--- config.mk ---
export PLATFORM = sky130hd
export DESIGN_NAME = fsm_req_sched
export DESIGN_NICKNAME = d
export VERILOG_FILES = /design/src/rtl/fsm_sched_pkg.sv /design/src/rtl/fsm_rr_arbiter.sv /design/src/rtl/fsm_req_sched.sv
export SDC_FILE = /design/constraint.sdc
export NUM_CORES = 1
export LEC_CHECK = 0
export ABC_CLOCK_PERIOD_IN_PS = 3200
export BUFFER_PORTS_ARGS = -buffer_cell sky130_fd_sc_hd__buf_2
export CELL_PAD_IN_SITES_DETAIL_PLACEMENT = 1
export CELL_PAD_IN_SITES_GLOBAL_PLACEMENT = 1
export CORE_ASPECT_RATIO = 1.25
export CORE_MARGIN = 3
export CORE_UTILIZATION = 32
export DETAILED_ROUTE_END_ITERATION = 7
export PLACE_DENSITY = 0.75
export SLEW_MARGIN = 20
export SYNTH_ARGS = -nofsm -noshare
export SYNTH_HDL_FRONTEND = slang
export SYNTH_SLANG_ARGS = --single-unit
--- constraint.sdc ---
create_clock -name clk -period 3.2 [get_ports clk]
set_clock_uncertainty 0.05 [all_clocks]
set_input_delay 0.48 -clock clk [delete_from_list [all_inputs] [get_ports clk]]
set_output_delay 0.48 -clock clk [all_outputs]
set_load 0.05 [all_outputs]
--- src/rtl/fsm_sched_pkg.sv ---
// Shared types and helpers for the fsm_req_sched round-robin scheduler.
// Holds the FSM state enum, default parameters and the round-robin pick function.
package fsm_sched_pkg;

  typedef enum logic [1:0] {
    IDLE     = 2'd0,
    ISSUE    = 2'd1,
    WAIT_RSP = 2'd2
  } sched_state_t;

  localparam int DEF_NUM_REQ = 4;
  localparam int DEF_DATA_W  = 8;
  localparam int DEF_RSP_W   = 8;
  localparam int DEF_TIMEOUT = 16;
  localparam int MAX_REQ     = 8;

  // One-hot winner: first set bit of req searching ptr, ptr+1, ... wrapping at n.
  function automatic logic [MAX_REQ-1:0] rr_pick(input logic [MAX_REQ-1:0] req,
                                                 input logic [2:0]         ptr,
                                                 input logic [3:0]         n);
    logic [MAX_REQ-1:0] pick;
    logic               found;
    logic [3:0]         pos;
    pick  = '0;
    found = 1'b0;
    for (int k = 0; k < MAX_REQ; k++) begin
      pos = {1'b0, ptr} + 4'(k);
      if (pos >= n) pos = pos - n;
      if ((4'(k) < n) && !found && req[pos[2:0]]) begin
        pick[pos[2:0]] = 1'b1;
        found          = 1'b1;
      end
    end
    return pick;
  endfunction

endpackage

--- src/rtl/fsm_rr_arbiter.sv ---
// Combinational round-robin pick over NUM_REQ request lines.
// The pointer register lives in the parent; this block only decodes the winner.
module fsm_rr_arbiter
  import fsm_sched_pkg::*;
#(
  parameter int NUM_REQ = DEF_NUM_REQ
) (
  input  logic [NUM_REQ-1:0] req,
  input  logic [2:0]         ptr,
  output logic [NUM_REQ-1:0] pick,
  output logic [2:0]         pick_idx,
  output logic               pick_any
);

  logic [MAX_REQ-1:0] req_ext;
  logic [MAX_REQ-1:0] pick_ext;

  always_comb begin
    req_ext                = '0;
    req_ext[NUM_REQ-1:0]   = req;
    pick_ext               = rr_pick(req_ext, ptr, 4'(NUM_REQ));
    pick                   = pick_ext[NUM_REQ-1:0];
    pick_any               = |pick;
    pick_idx               = '0;
    for (int i = 0; i < NUM_REQ; i++) begin
      if (pick[i]) pick_idx = 3'(i);
    end
  end

endmodule

--- src/rtl/fsm_req_sched.sv ---
// Round-robin scheduler sharing one fsm engine between NUM_REQ requesters:
// grant, issue the captured payload, then await the response with a watchdog.
module fsm_req_sched
  import fsm_sched_pkg::*;
#(
  parameter int NUM_REQ = DEF_NUM_REQ,
  parameter int DATA_W  = DEF_DATA_W,
  parameter int RSP_W   = DEF_RSP_W,
  parameter int TIMEOUT = DEF_TIMEOUT
) (
  input  logic                      clk,
  input  logic                      rst,
  input  logic [NUM_REQ-1:0]        req,
  input  logic [NUM_REQ*DATA_W-1:0] req_data,
  output logic [NUM_REQ-1:0]        gnt,
  output logic [NUM_REQ-1:0]        done,
  output logic [NUM_REQ-1:0]        tmo_err,
  output logic [RSP_W-1:0]          rsp_data,
  output logic                      busy,
  output logic                      fsm_in_valid,
  output logic [DATA_W-1:0]         fsm_in_data,
  input  logic                      fsm_in_ready,
  input  logic                      fsm_out_valid,
  input  logic [RSP_W-1:0]          fsm_out_data,
  output sched_state_t              dbg_state,
  output logic [2:0]                dbg_rr_ptr
);

  localparam int                CNT_W    = $clog2(TIMEOUT);
  localparam logic [CNT_W-1:0]  TMO_LAST = CNT_W'(TIMEOUT - 1);

  sched_state_t         state, state_n;
  logic [CNT_W-1:0]     cnt, cnt_n;
  logic [2:0]           rr_ptr, ptr_n;
  logic [2:0]           gnt_idx, idx_n;
  logic [NUM_REQ-1:0]   gnt_n, done_n, tmo_n;
  logic [RSP_W-1:0]     rsp_n;
  logic                 in_valid_n, busy_n;
  logic [DATA_W-1:0]    in_data_n;

  logic [NUM_REQ-1:0]   pick;
  logic [2:0]           pick_idx;
  logic                 pick_any;
  logic [DATA_W-1:0]    pick_data;
  logic [2:0]           next_ptr;

  fsm_rr_arbiter #(.NUM_REQ(NUM_REQ)) u_arb (
    .req      (req),
    .ptr      (rr_ptr),
    .pick     (pick),
    .pick_idx (pick_idx),
    .pick_any (pick_any)
  );

  always_comb begin
    pick_data = '0;
    for (int i = 0; i < NUM_REQ; i++) begin
      if (pick[i]) pick_data = req_data[i*DATA_W +: DATA_W];
    end
  end

  assign next_ptr = (gnt_idx == 3'(NUM_REQ - 1)) ? 3'd0 : gnt_idx + 3'd1;

  // Engine handshake: fsm_in_valid rises with the grant and stays high with
  // fsm_in_data stable until an edge sees fsm_in_ready=1; fsm_out_valid is a
  // single-cycle strobe that only counts while waiting for the response.
  always_comb begin
    state_n    = state;
    cnt_n      = cnt;
    ptr_n      = rr_ptr;
    idx_n      = gnt_idx;
    gnt_n      = gnt;
    done_n     = '0;
    tmo_n      = '0;
    rsp_n      = rsp_data;
    in_valid_n = fsm_in_valid;
    in_data_n  = fsm_in_data;
    case (state)
      IDLE: begin
        if (pick_any) begin
          gnt_n      = pick;
          idx_n      = pick_idx;
          in_data_n  = pick_data;
          in_valid_n = 1'b1;
          state_n    = ISSUE;
        end
      end
      ISSUE: begin
        if (fsm_in_ready) begin
          in_valid_n = 1'b0;
          cnt_n      = '0;
          state_n    = WAIT_RSP;
        end
      end
      WAIT_RSP: begin
        cnt_n = cnt + 1'b1;
        // A response on the final watchdog cycle still completes normally.
        if (fsm_out_valid) begin
          rsp_n   = fsm_out_data;
          done_n  = gnt;
          gnt_n   = '0;
          ptr_n   = next_ptr;
          state_n = IDLE;
        end else if (cnt == TMO_LAST) begin
          tmo_n   = gnt;
          gnt_n   = '0;
          ptr_n   = next_ptr;
          state_n = IDLE;
        end
      end
      default: state_n = IDLE;
    endcase
    busy_n = (state_n != IDLE);
  end

  always_ff @(posedge clk) begin
    if (rst) begin
      state        <= IDLE;
      cnt          <= '0;
      rr_ptr       <= '0;
      gnt_idx      <= '0;
      gnt          <= '0;
      done         <= '0;
      tmo_err      <= '0;
      rsp_data     <= '0;
      busy         <= 1'b0;
      fsm_in_valid <= 1'b0;
      fsm_in_data  <= '0;
    end else begin
      state        <= state_n;
      cnt          <= cnt_n;
      rr_ptr       <= ptr_n;
      gnt_idx      <= idx_n;
      gnt          <= gnt_n;
      done         <= done_n;
      tmo_err      <= tmo_n;
      rsp_data     <= rsp_n;
      busy         <= busy_n;
      fsm_in_valid <= in_valid_n;
      fsm_in_data  <= in_data_n;
    end
  end

  assign dbg_state  = state;
  assign dbg_rr_ptr = rr_ptr;

endmodule

Word-level counts from Yosys, hierarchy flattened
Index checks and enable logic that the tools add are counted.
Word-level totals
  register bits: 42
  latch bits: 0
  bits in writable memories: 0
  memory bits (read-only): 0
  output and inout bits: 35
  logic and storage cells: 121
  memories: 0
Cells by class
  add/subtract/negate cells: 9
  multiply operators: 0
  divide/modulo/power cells: 0
  $lt $le $gt $ge: 12
  eq/ne operators: 7
  shift-type cells: 0
  muxes and demuxes: 51
  bitwise logic cells: 6
  reductions and logical operators: 25
Operators by type and width (number)
  4-bit 2-to-1 mux: 8
  8-bit 2-to-1 mux: 4
  3-bit 2-to-1 mux: 7
  3-bit by 4-bit less-than comparator with 1-bit output, second input constant: 4
  4-bit case mux with 2 select lines: 2
  1-bit 2-to-1 mux: 14
  1-bit binary-select mux with 3-bit select: 4
  1-bit demux with 3-bit select: 4
  3-bit by 1-bit greater-or-equal comparator with 1-bit output, second input constant: 4
  4-bit by 3-bit greater-or-equal comparator with 1-bit output, second input constant: 3
  2-bit 2-to-1 mux: 6
  4-bit bitwise OR: 3
  3-bit subtractor, second input constant: 4
  2-bit nonzero test: 5
  3-bit by 2-bit adder with 4-bit output, second input constant: 2
  2-bit AND reduction: 4
  4-bit OR reduction: 2
  1-bit logical AND: 7
  2-bit case mux with 3 select lines: 1
  3-bit AND reduction: 2
  3-bit by 1-bit adder with 4-bit output, second input constant: 1
  4-bit by 1-bit adder with 4-bit output, second input constant: 1
  4-bit == test, second input constant: 1
  2-bit != test, second input constant: 2
  other kinds (11): 15

Longest topological paths before layout
  depth after elaboration: 18
  depth in mapped cells: 12

Cells and area by module
Synthesis repeated with hierarchy kept, for this count alone.
Second synthesis, totals
  cell total of the unflattened synthesis: 289
  area total of the unflattened synthesis: 2432.3 um2
Modules (own cells, without submodules)
  fsm_req_sched: instances 1, cells each 219, area each 1896.8 um2, seq. area each 840.8 um2
  fsm_rr_arbiter: instances 1, cells each 70, area each 535.5 um2, seq. area each 0.0 um2

Worst setup path after synthesis
No wires, ideal clock.
  path type: flip-flop to flip-flop
  from: reg rr_ptr[0], in the netlist dbg_rr_ptr[0]
  to: reg fsm_in_data[1]
  setup time: 80 ps
  arrival time: 3318 ps
  data required time: 3070 ps
  path slack: -248 ps
  stages on the path, launching flop included: 12
  clock period less this slack: 3448 ps
  cells stage by stage: dfxtp_1 buf_6 inv_1 ha_1 mux4_2 nor4b_2 and2_1 a211o_2 o41ai_4 buf_6 a21oi_1 a211oi_2
On the way
  longest elaborated chain between the ends: 18
  elaborated cells between the ends (all ways): 65
  those cells by class: add/sub (7); order compare (12); mux (31); bitwise (3); reduce/logical (12)
Ends and longest elaborated chain
  start, declared: line fsm_req_sched.sv:34  | logic [2:0] rr_ptr, ptr_n;
  start signal, assigned: line fsm_req_sched.sv:132  | rr_ptr <= ptr_n;
  branches (longest 13 deep; another with 3-bit by 1-bit adder with 4-bit output)
  4-bit 2-to-1 mux *: line fsm_sched_pkg.sv:29  | if ((4'(k) < n) && !found && req[pos[2:0]]) begin
  8-bit 2-to-1 mux (4 in a row): line fsm_req_sched.sv:58  | if (pick[i]) pick_data = req_data[i*DATA_W +: DATA_W];
  end signal, assigned: line fsm_req_sched.sv:140  | fsm_in_data <= in_data_n;
  end, declared: line fsm_req_sched.sv:21  | output logic [DATA_W-1:0] fsm_in_data,
Every way passes the cells marked *. The select of a mux whose other input is x is not followed.
A chain may end at the register's enable or synchronous reset.

Worst setup path after layout
  from: reg rr_ptr[0], in the netlist dbg_rr_ptr[0]
  to: reg fsm_in_data[3]
The elaborated chain is that of the path after synthesis.

==> results.toml <==
[outcome]
status = "finished, final reports clean"

[sta]
fmax_ghz = 0.331
hold_viol = 0
maxSlewHeadroom = 0.532
maxSlewViolCount = 0
finalCriticalPeriod_ns = 3.02
tns_ns = 0
grt_setup_unrepaired = "no"
tightest_slew_ns = 0.700
fin_crit_sh = 0.943
whs_ns = 0.388
setup_slack_ns = 0.182
finalSetupViolCount = 0

[global_route]
grt_usage = 0.163
grt_pass1_vias = 2040
overflow = 0
grt_pass1_wl_um = 9810
antenna_found_initial = 0
grt_max_degree = 35

[final_layout]
final_common_cell = "buf_2"
layout.nets = 370
n_antenna_cell = 0
final_util = 0.430
final_cell_mix = "81 x buf_2, 38 x dfxtp_1, 32 x a21oi_1, 20 x nor2_1, 20 x nand2_1"
area_growth_pct = 29.3
drive_gt1_frac = 0.383

[floorplanning]
rows = 32
dieWidth_um = 78.1
chipHeight_um = 96.1
io-pin-count = 83
initial_core_util = 0.333
core_area_sq_mm = 0.00625
fp.dieArea_sq_mm = 0.00751

[synth]
syn_inst = 228
syn_avg_cell_area_sq_um = 9.12
synthTopCellsByArea = "dfxtp_1 39%, a21oi_1 7.7%, ha_1 5.4%, nand3_1 4.6%, mux4_2 4.3%"
netlist_area_sq_mm = 0.00208
yosys.area.top_type_share = 0.385
yosysSeqAreaShare = 0.385
synth.distinct_cells = 40
yosys_warnings = 0
synth_fp_nets = 285
synth_largest_area_cell = "dfxtp_1"
ys_seq_elements = 40

[routing]
firstDrtPassIters = 4
drtIter0Drc = 58
vias = 2055
drc = 0
wirelength_um = 6150
wl_per_cell_um = 15.5
via_per_inst = 5.16
ant_nets = 0

[setup_path]
worstSetupStartpoint = "dbg_rr_ptr[0]$_SDFFE_PP0P_"
critPathBufInv = 3
critPathSlowestCell = "mux4_2"
slowest_delay_ns = 0.48
cp_top_family = "simple AND/OR/NAND/NOR gates"
crit_type = "reg -> reg"
critPathCaptureType = "flop"
cp-start-kind = "flop"
r2r_setup_slack_ns = 0.18
critPathArrivalTime_ns = 3.17
crit_chain = "inv_1, ha_4, mux4_2, nor4b_2, and2_1, a211o_2, buf_4, nor4b_4, buf_6, a21oi_1, a211oi_2"
rr_startpoint = "dbg_rr_ptr[0]$_SDFFE_PP0P_"
required_ns = 3.35
worstPathMaxFanout = 13

[clock_tree]
htreeDepth = 2
cts_root_buf = "clkbuf_8"
insertion_delay_ns = 0.29
cts.path.max_buffers = 2
path_clk_slew_ns = 0.08
cts_buffers = 5
cts_sinks = 40
cts_tree = "yes"

[place]
dp_hpwl_um = 4770
dp_slack_ns = 0.136
gp_congestion = 0.855
io_buffer_count = 81

[hold_path]
min_from = "fsm_out_data[0]"
min_path_type = "in -> reg"

[power]
power_density_mw_per_mm2 = 492
p_leak_nw = 1.19
peakVddDrop_uv = 191

[job]
cap_violations = 0
==> timing repair <==
item / CTS / global route
buffers inserted: 0 / 2
endpoints found under the setup margin: 0 / 6
hold buffers: 0 / 0
hold endpoints to repair: 0 / 0
resized for setup: 0 / 2
==> tightest hold or removal path, stage by stage <==
cell and delay [ns]:
buf_2 0.09, nand3_1 0.05, a21oi_1 0.05
==> Yosys cell counts (all sizes together) <==
library cell / count
a221o: 2
nor3: 3
a2111oi: 1
ha: 9
a211oi: 10
o41ai: 1
buf: 8
nor3b: 1
and4b: 1
or4: 1
o21ai: 8
a21oi: 32
inv: 4
clkbuf: 6
o41a: 1
and3: 3
a32oi: 3
mux4: 4
nand3: 19
o31ai: 1
a211o: 1
nor4b: 2
dfxtp: 40
o2bb2ai: 8
nand4: 1
xnor2: 1
a22o: 1
conb: 1
a31oi: 2
mux2i: 2
nand2: 20
or2: 2
and2: 9
nor2: 20
==> routing by layer <==
| metal | GRT usage | part of all wire |
|---|---|---|
| met4 | 0.0539 | 0.012 |
| met1 | 0.181 | 0.40 |
| met5 | 0 | 0 |
| met2 | 0.307 | 0.54 |
| met3 | 0.0346 | 0.047 |
==> metrics by stage <==
step / instances / area (sq um) / power [mW]
3_3_place_gp: 389 / 2570 / 1.00
3_5_place_dp: 389 / 2570 / 1.01
2_1_floorplan: 228 / 2080 / 0.894
5_1_grt: 398 / 2690 / 1.40
6_report: 398 / 2690 / 1.32
4_1_cts: 396 / 2650 / 1.33
==> cell type report <==
| type | instances | area (sq um) |
|---|---|---|
| clock buffers | 6 | 72.6 |
| fillers | 805 | 3560 |
| clock inverters | 1 | 5.00 |
| flip-flops and latches | 40 | 806 |
| repair buffers | 92 | 492 |
| well taps | 85 | 106 |
| inverters | 4 | 15.0 |
| multi-input cells | 170 | 1190 |
==> sequential cells by signal, summed over array words and instances (netlist names), 2 cells and up <==
register,count
rsp_data,8
gnt,4
dbg_rr_ptr,2
gnt_idx,2
done,4
tmo_err,4
dbg_state,2
fsm_in_data,8
cnt,4
==> power by group <==
part           total (mW)  internal, mW  switching [mW]  leakage, nW
logic               0.447         0.154           0.293        0.819
clock network       0.313         0.148           0.165       0.0410
registers           0.563         0.536          0.0268        0.327
total                1.32         0.838           0.485         1.19
==> logic make-up (layout without fill, tap and decap cells) <==
group,count (synthesis),after routing,synth area share
AND/OR/NAND/NOR,82,82,0.206
AO/OA/AOI/OAI,71,71,0.245
flip-flops,40,40,0.385
buffers and inverters,18,103,0.0499
adder cells (fa/ha/maj),9,9,0.0542
multiplexers,6,6,0.0530
other,1,1,0.00180
XOR/XNOR,1,1,0.00421
==> worst paths after layout <==
path | endpoint | cells past startpoint
setup / recovery | fsm_in_data[3]$_SDFFE_PP0P_ | 11
hold / removal | rsp_data[0]$_SDFFE_PP0P_ | 3
setup reg to reg | fsm_in_data[3]$_SDFFE_PP0P_ | 11
hold reg to reg | rsp_data[0]$_SDFFE_PP0P_ | 2
No activity file was read; power rests on OpenSTA's default activity.
